`src/rtl/vector_writeback_unit.sv`:
```
// Vector writeback: merges VFU results under vl/vm/mask and streams them to the VRF.
// Define WB_TAIL_AGNOSTIC_EN to write tail elements and tail mask bits as all-ones.
`ifndef VEC_ALU_NOP
`define VEC_ALU_NOP 2'b00
`endif
`ifndef VEC_ALU_WORKING
`define VEC_ALU_WORKING 2'b01
`endif
`ifndef VEC_ALU_FINISHED
`define VEC_ALU_FINISHED 2'b10
`endif
`ifndef ONE_BYTE
`define ONE_BYTE 3'b000
`endif
`ifndef TWO_BYTE
`define TWO_BYTE 3'b001
`endif
`ifndef FOUR_BYTE
`define FOUR_BYTE 3'b010
`endif
`ifndef EIGHT_BYTE
`define EIGHT_BYTE 3'b011
`endif

module vector_writeback_unit #(
  parameter int DATA_LEN = 32,
  parameter int VECTOR_SIZE = 8,
  parameter int BEAT_WIDTH = 64,
  parameter int BEAT_INDEX_SIZE = 2,
  parameter int VREG_INDEX_SIZE = 5
) (
  input  logic clk,
  input  logic rst,
  input  logic rdy_in,
  input  logic [1:0] vfu_status,
  input  logic is_mask,
  input  logic [VECTOR_SIZE*DATA_LEN-1:0] result,
  input  logic [VECTOR_SIZE*DATA_LEN-1:0] old_vd,
  input  logic [VECTOR_SIZE*DATA_LEN-1:0] mask,
  input  logic vm,
  input  logic [DATA_LEN-1:0] vl,
  input  logic [2:0] vsew,
  input  logic [VREG_INDEX_SIZE-1:0] vd_index,
  output logic vrf_we,
  output logic [VREG_INDEX_SIZE+BEAT_INDEX_SIZE-1:0] vrf_addr,
  output logic [BEAT_WIDTH-1:0] vrf_wdata,
  output logic wb_busy,
  output logic wb_done,
  output logic overflow
);
  localparam int VLEN = VECTOR_SIZE * DATA_LEN;
  localparam int IW = $clog2(VLEN);
  localparam logic [BEAT_INDEX_SIZE-1:0] LAST_BEAT =
    BEAT_INDEX_SIZE'(VLEN / BEAT_WIDTH - 1);
`ifdef WB_TAIL_AGNOSTIC_EN
  localparam logic TAIL_ONES = 1'b1;
`else
  localparam logic TAIL_ONES = 1'b0;
`endif

  typedef struct packed {
    logic is_mask;
    logic [VLEN-1:0] result;
    logic [VLEN-1:0] old_vd;
    logic [VLEN-1:0] mask;
    logic vm;
    logic [DATA_LEN-1:0] vl;
    logic [2:0] vsew;
    logic [VREG_INDEX_SIZE-1:0] vd;
  } snap_t;

  typedef enum logic [1:0] {IDLE, MERGE, WRITE, DONE} state_t;

  state_t state;
  snap_t snap, act, pend;
  logic pend_valid, we_q, done_q;
  logic [BEAT_INDEX_SIZE-1:0] beat;
  logic [VLEN-1:0] merged, merge_c;
  logic [1:0] sh;
  logic [IW-1:0] bi, eidx;
  logic cap, direct, promote;

  assign snap = {is_mask, result, old_vd, mask, vm, vl, vsew, vd_index};
  assign cap = vfu_status == `VEC_ALU_FINISHED;
  assign direct = cap && rdy_in && state == IDLE && !pend_valid;
  // The pending slot drains whenever the FSM could start a new result.
  assign promote = rdy_in && pend_valid && (state == IDLE || state == DONE);

  assign vrf_we = we_q && rdy_in;
  assign wb_done = done_q && rdy_in;
  assign wb_busy = state != IDLE || pend_valid;

  always_comb begin
    case (act.vsew)
      `ONE_BYTE:   sh = 2'd0;
      `TWO_BYTE:   sh = 2'd1;
      `FOUR_BYTE:  sh = 2'd2;
      `EIGHT_BYTE: sh = 2'd3;
      default:     sh = 2'd0;
    endcase
  end

  always_comb begin
    merge_c = act.old_vd;
    bi = '0;
    eidx = '0;
    if (act.is_mask) begin
      for (int i = 0; i < VLEN; i++) begin
        bi = IW'(i);
        if (DATA_LEN'(bi) < act.vl) begin
          if (act.vm || act.mask[bi]) merge_c[bi] = act.result[bi];
        end else if (TAIL_ONES) begin
          merge_c[bi] = 1'b1;
        end
      end
    end else begin
      // Byte granularity: every SEW is a whole number of bytes.
      for (int b = 0; b < VLEN / 8; b++) begin
        bi = IW'(b * 8);
        eidx = IW'(b) >> sh;
        if (DATA_LEN'(eidx) < act.vl) begin
          if (act.vm || act.mask[eidx])
            merge_c[bi +: 8] = act.result[bi +: 8];
        end else if (TAIL_ONES) begin
          merge_c[bi +: 8] = '1;
        end
      end
    end
  end

  always_ff @(posedge clk) begin
    if (rst) begin
      state <= IDLE;
      pend_valid <= 1'b0;
      we_q <= 1'b0;
      done_q <= 1'b0;
      beat <= '0;
      vrf_addr <= '0;
      vrf_wdata <= '0;
      overflow <= 1'b0;
    end else begin
      if (direct) act <= snap;
      else if (promote) act <= pend;
      if (cap && !direct) begin
        if (pend_valid && !promote) begin
          overflow <= 1'b1;
        end else begin
          pend <= snap;
          pend_valid <= 1'b1;
        end
      end else if (promote) begin
        pend_valid <= 1'b0;
      end
      if (rdy_in) begin
        we_q <= 1'b0;
        done_q <= 1'b0;
        unique case (state)
          IDLE: if (direct || promote) state <= MERGE;
          MERGE: begin
            merged <= merge_c;
            beat <= '0;
            state <= WRITE;
          end
          WRITE: begin
            we_q <= 1'b1;
            vrf_addr <= {act.vd, beat};
            vrf_wdata <= merged[int'(beat) * BEAT_WIDTH +: BEAT_WIDTH];
            beat <= beat + 1'b1;
            if (beat == LAST_BEAT) state <= DONE;
          end
          DONE: begin
            done_q <= 1'b1;
            state <= promote ? MERGE : IDLE;
          end
        endcase
      end
    end
  end
endmodule

```
`config.mk`:
```
export PLATFORM = sky130hd
export DESIGN_NAME = vector_writeback_unit
export DESIGN_NICKNAME = d
export VERILOG_FILES = /design/src/rtl/vector_writeback_unit.sv
export SDC_FILE = /design/constraint.sdc
export NUM_CORES = 2
export LEC_CHECK = 0
export CORE_MARGIN = 2
export CORE_UTILIZATION = 41
export CTS_CLUSTER_SIZE = 16
export DETAILED_ROUTE_END_ITERATION = 7
export MAX_ROUTING_LAYER = met4
export SYNTH_ARGS = -nofsm -noshare
export SYNTH_HDL_FRONTEND = slang
export SYNTH_SLANG_ARGS = --single-unit
```
`constraint.sdc`:
```
create_clock -name clk -period 79.9 [get_ports clk]
set_input_delay 15.98 -clock clk [delete_from_list [all_inputs] [get_ports clk]]
set_output_delay 15.98 -clock clk [all_outputs]
set_load 0.05 [all_outputs]
```
# Word-level counts from Yosys, hierarchy flattened
# Cells that the tools add are included.
[op_classes]
eq_ne = 11
n_mux = 654
n_shift = 33
n_lt_le_gt_ge = 320
n_bitwise = 2
n_addsub = 1
n_reduce_logical = 316
[op_table]
columns = ["operator", "count"]
rows = [
  ["$lt A8 B32 Y1 const A", 128],
  ["$lt A7 B32 Y1 const A", 64],
  ["$mux W810", 2],
  ["$lt A6 B32 Y1 const A", 32],
  ["$lt A8 B32 Y1", 32],
  ["$mux W1", 550],
  ["$lt A5 B32 Y1 const A", 16],
  ["$mux W8", 64],
  ["$logic_or A1 B1 Y1", 291],
  ["$lt A8 B9 Y1 const B", 32],
  ["$bmux W1 S8", 32],
  ["$lt A4 B32 Y1 const A", 8],
  ["$mux W256", 1],
  ["$shiftx A256 B9 Y64", 1],
  ["$lt A3 B32 Y1 const A", 4],
  ["$shr A5 B2 Y8 const A", 16],
  ["$lt A1 B32 Y1 const A", 2],
  ["$lt A2 B32 Y1 const A", 2],
  ["$shr A4 B2 Y8 const A", 8],
  ["$shr A3 B2 Y8 const A", 4],
  ["$shr A1 B2 Y8 const A", 2],
  ["$shr A2 B2 Y8 const A", 2],
  ["$reduce_and A2 Y1", 5],
  ["$logic_and A1 B1 Y1", 9],
  ["16 further kinds", 30],
]
[word_totals]
wordCells = 1362
output_inout_bits = 75
reg_bits = 1955
inputBits = 815

# Depth between registers and ports, before layout
[logic_depth]
ltp_word = 9
depth_mapped = 17

# Least setup slack after synthesis
# OpenSTA, ideal clock, no wires.
[synth_timing]
path_kind = "input -> register"
from = "input port rdy_in"
to = "register pend[0] (netlist name), enable pin"
slack_ns = 1.943
stages = 4
setup_ns = 3.147
n_path_buf = 1
t_arrival_ns = 74.810
path_cell_list = "clkbuf_1 -> inv_1 -> o21ai_0 -> nor3b_1"
[synth_via]
elab_chain_len = 6
[synth_rtl]
columns = ["element", "line_no", "text"]
rows = [
  ["start, declared", "34", "input logic rdy_in,"],
  ["$logic_and A1 B1 Y1, on equally long branches (2 in a row)", "85, 87", ""],
  ["$logic_and A1 B1 Y1 / $logic_not A1 Y1 (equally long branches)", "85, 145", ""],
  ["$logic_not A1 Y1 / $logic_and A1 B1 Y1 (equally long branches)", "144, 145", ""],
  ["$logic_and A1 B1 Y1 / $not A1 Y1 (equally long branches)", "--", ""],
  ["$reduce_and A3 Y1 (no source line) (*)", "--", ""],
  ["end signal, assigned", "148", "pend <= snap;"],
  ["end, declared", "75", "snap_t snap, act, pend;"],
]
# Every way passes the cells marked *; elsewhere a longest branch is shown, timed or not.
# A chain may end at the register's enable or synchronous reset.

# Worst setup path after layout
[layout_timing]
from = "input port rdy_in"
to = "output port vrf_we"
[layout_via]
elab_chain_len = 1
[layout_rtl]
columns = ["element", "line_no", "text"]
rows = [
  ["$logic_and A1 B1 Y1", "89", "assign vrf_we = we_q && rdy_in;"],
  ["end, declared", "44", "output logic vrf_we,"],
]
# No other way between the ends.

==> key figures <==
Finish
  – Post-Layout Inst Area: about 100000 sq um
  – Multi-input logic area: approximately 25000 sq um
  – # nets final: just under 7000
  – Share of cells above drive strength 1: a little over a quarter
  – Area grow syn2layout: 22.4%
  – # fillers: about 17000
  – FF+latch area: 57900 sq um

STA
  – Worst-margin pin slew: around 1.3 ns
  – Relative slew slack: approximately 15%
  – Final setup violation count: 0
  – Max Fclk: between 20 and 30 MHz
  – WHS: 0.455 ns
  – Clock Skew: ~0.067 ns
  – Max-slew violations: 0
  – Total Neg Setup Slack: 0 ns
  – Final hold violations: 0
  – Min Tclk post-route: approximately 34 ns
  – RSZ-0062 raised after global routing: no
  – Final worst slack: 46.19 ns
  – Tcrit/Tclk final: roughly 42%

Setup path
  – Req. time, crit path: around 64 ns
  – Reg2reg path depth: 12
  – Max incr delay on CP: a little over 0.8 ns
  – WP data arrival: approximately 18 ns
  – Cell mode on critical path: clkdlybuf4s50_1
  – Buf/Inv on CP: 2
  – Critical path's slowest cell: clkdlybuf4s50_1
  – Crit-path max FO: 11
  – Crit path capture type: output pin
  – CP startpoint kind: primary input
  – Kind of critical path: primary input to output pin
  – CP Cell Sequence: clkdlybuf4s50_1 -> and2_1 -> clkdlybuf4s50_1
  – Critical path depth: 3
  – Delay-heaviest family, CP: buffers and inverters

GRT
  – Global Route met1 Usage: a little over a third
  – GRT Total Usage: 28.2%
  – First-pass GRT wire length: between 400000 and 500000 um
  – GR met3 Demand/Resource: roughly 4.5%
  – Global routing's busiest layer: met2
  – GR Overflow Total: 0
  – Met2 GRT Util: ~44%
  – Initial antenna violation count: 95
  – Largest net degree at the start of global routing: 172
  – Vias in the first global route: between 50000 and 60000

Yosys
  – #FFs+latches synth: 1955
  – Synth top area share: 66.8%
  – Mapped Area: between 80000 and 90000 sq um
  – Post-Synthesis Net Count: between 6000 and 7000
  – Ys flop type: edfxtp_1
  – Fraction of registers with async set/reset: 0%
  – Seq/Total Area, Yosys: 68.7%
  – Post-synth top area cell: edfxtp_1
  – Top post-synthesis cells by area: edfxtp_1, mux2_2, mux4_2
  – Cells after Synth: between 5000 and 6000
  – Warning count from the yosys run: 0
  – Syn_area_per_cell: approximately 16 sq um
  – Post-synth EDFFs: ~1900
  – Yosys cell types: 85

Die
  – Row Count: roughly 170
  – Die ar.: between 200000 and 250000 sq um
  – Die Height: 458 um
  – I/O pins: slightly below 900
  – Core footprint: approximately 200000 sq um
  – Initial Utilization: approximately two fifths
  – Die W: 458 um

Detailed routing
  – WL final: approximately 290000 um
  – DRC errors left: 0
  – Drt initial violations: between 5000 and 6000
  – Drt wl/cell: around 33 um
  – Routed Antenna Nets: 0
  – Post-detailed-route via-to-cell ratio: 5.84
  – Routed via count: approximately 52000
  – First drt pass iteration count: 8

Power
  – VDD IR max: ~0.023 mV
  – PwrDens: approximately 23 nW/um^2
  – Pwr Total: 2.32 mW
  – Static Leakage: 33.5 nW

Clock network
  – Clock buffer count from CTS: 203
  – CTS sink count: about 2000
  – Setup Fix Bufs, Post-CTS: 0
  – Root Driver: clkbuf_16
  – CTS max path bufs: 3
  – CTS HTree Levels: 4
  – CTS tree: built
  – Clock transition at path regs: around 0.060 ns
  – Cts repair resizes: 0
  – Clock Latency Late Sink: about 0.90 ns
  – Hold-fix buffers, CTS: 0

Placement
  – IO buf count: between 800 and 900
  – Post-DP Area: 96200 sq um
  – Place WS: between 40 and 50 ns
  – Final HPWL DP: 201000 um
  – GPL Wtd Cong: approximately 0.93

Worst hold path
  – Hold depth: 2
  – Hold Crit Class: flip-flop to flip-flop

Outcome
  – Run status: completed

Run
  – Max-Cap Viols: 0
power breakdown:
group | switching [mW] | leakage, nW | internal, mW
clock network | 0.415 | 3.34 | 0.555
logic | 0.0988 | 12.5 | 0.0846
registers | 0.0101 | 17.7 | 1.16
cell usage in the layout, fill, tap and decap left out, drive strengths merged, types with 8 or more instances in the layout:
master         Yosys  layout
nand2            362     362
dfxtp             79      79
mux2i             40      40
clkbuf           294     292
nor4               8       8
nand2b            20      20
bufinv             0      18
ha                30      30
mux2            1078    1078
edfxtp          1876    1876
o21a              20      20
diode              0      52
mux4             148     148
o21bai            14      14
o221ai            94      94
clkdlybuf4s50      0     888
inv               23      29
and2              13      13
a211oi            41      41
o21ai            276     276
a21oi            326     326
nor2b             17      17
nor2             175     175
clkinv             3      67
buf               84     114
nand3             22      22
a311oi            10      10
a31oi             27      27
nor3              18      18
o211ai            22      22
path summary, 6_finish.rpt:
kind                       startpoint                  endpoint  slack (ns)
max                            rdy_in                    vrf_we       46.19
min          vrf_addr[1]$_SDFFE_PP0P_  vrf_addr[1]$_SDFFE_PP0P_        0.46
max reg2reg          act[6]$_DFFE_PP_     merged[234]$_DFFE_PP_       73.47
min reg2reg  vrf_addr[1]$_SDFFE_PP0P_  vrf_addr[1]$_SDFFE_PP0P_        0.46
worst min-delay path: cells and delay by family, from the launching register on:
family / cells / cell delay, ns
DFF: 1 / 0.31
and+or+nand+nor: 1 / 0.05
AOI/OAI and AO/OA: 1 / 0.05
registers in the layout, indices dropped and copies added (netlist names):
register / cells
vrf_addr: 7
overflow: 1
we_q: 1
pend: 810
done_q: 1
act: 810
beat: 2
state: 2
vrf_wdata: 64
merged: 256
pend_valid: 1
Yosys cell counts, drive strengths merged, types with 6 or more instances:
cell and n:
a211oi 41, a21oi 326, a311oi 10, a31oi 27, and2 13, and3 6
buf 84, clkbuf 294, dfxtp 79, edfxtp 1876, ha 30, inv 23
mux2 1078, mux2i 40, mux4 148, nand2 362, nand2b 20, nand3 22
nand4 6, nor2 175, nor2b 17, nor3 18, nor4 8, o211ai 22
o21a 20, o21ai 276, o21bai 14, o221a 6, o221ai 94, or3 6
xnor2 6
cell type report:
| class | count | share of cell area [%] |
|---|---|---|
| Clock inverter | 92 | 1.15 |
| Sequential cell | 1955 | 56.1 |
| Multi-Input combinational cell | 2881 | 24.2 |
| Timing Repair Buffer | 1002 | 9.52 |
| Tap cell | 2688 | 3.26 |
| Antenna cell | 52 | 0.126 |
| Inverter | 26 | 0.0970 |
| Clock buffer | 292 | 5.49 |
logic make-up (layout without fill, tap and decap cells):
| group | count (synthesis) | after routing | share of synthesized area (%) |
|---|---|---|---|
| flip-flops | 1955 | 1955 | 68.7 |
| multiplexers | 1266 | 1266 | 18.8 |
| AO/OA/AOI/OAI | 903 | 903 | 6.55 |
| AND/OR/NAND/NOR | 676 | 676 | 3.49 |
| buffers and inverters | 404 | 1412 | 1.95 |
| adder cells (fa/ha/maj) | 30 | 30 | 0.445 |
| XOR/XNOR | 6 | 6 | 0.0623 |
| other | 0 | 52 | 0 |
through the flow:
step                std cells  utilization [%]
global placement         8552             47.0
floorplan                5240                -
CTS                      8936             50.4
global route             8981             50.4
detailed placement       8552             47.0
finish                   8988             50.4
metal layers:
metal	wire length (um)	part of all wire (%)
met5	0	0
met1	120000	41
met2	142000	48
met3	19100	6.5
met4	12800	4.4
Note: power is estimated with default switching activity, not from simulation.
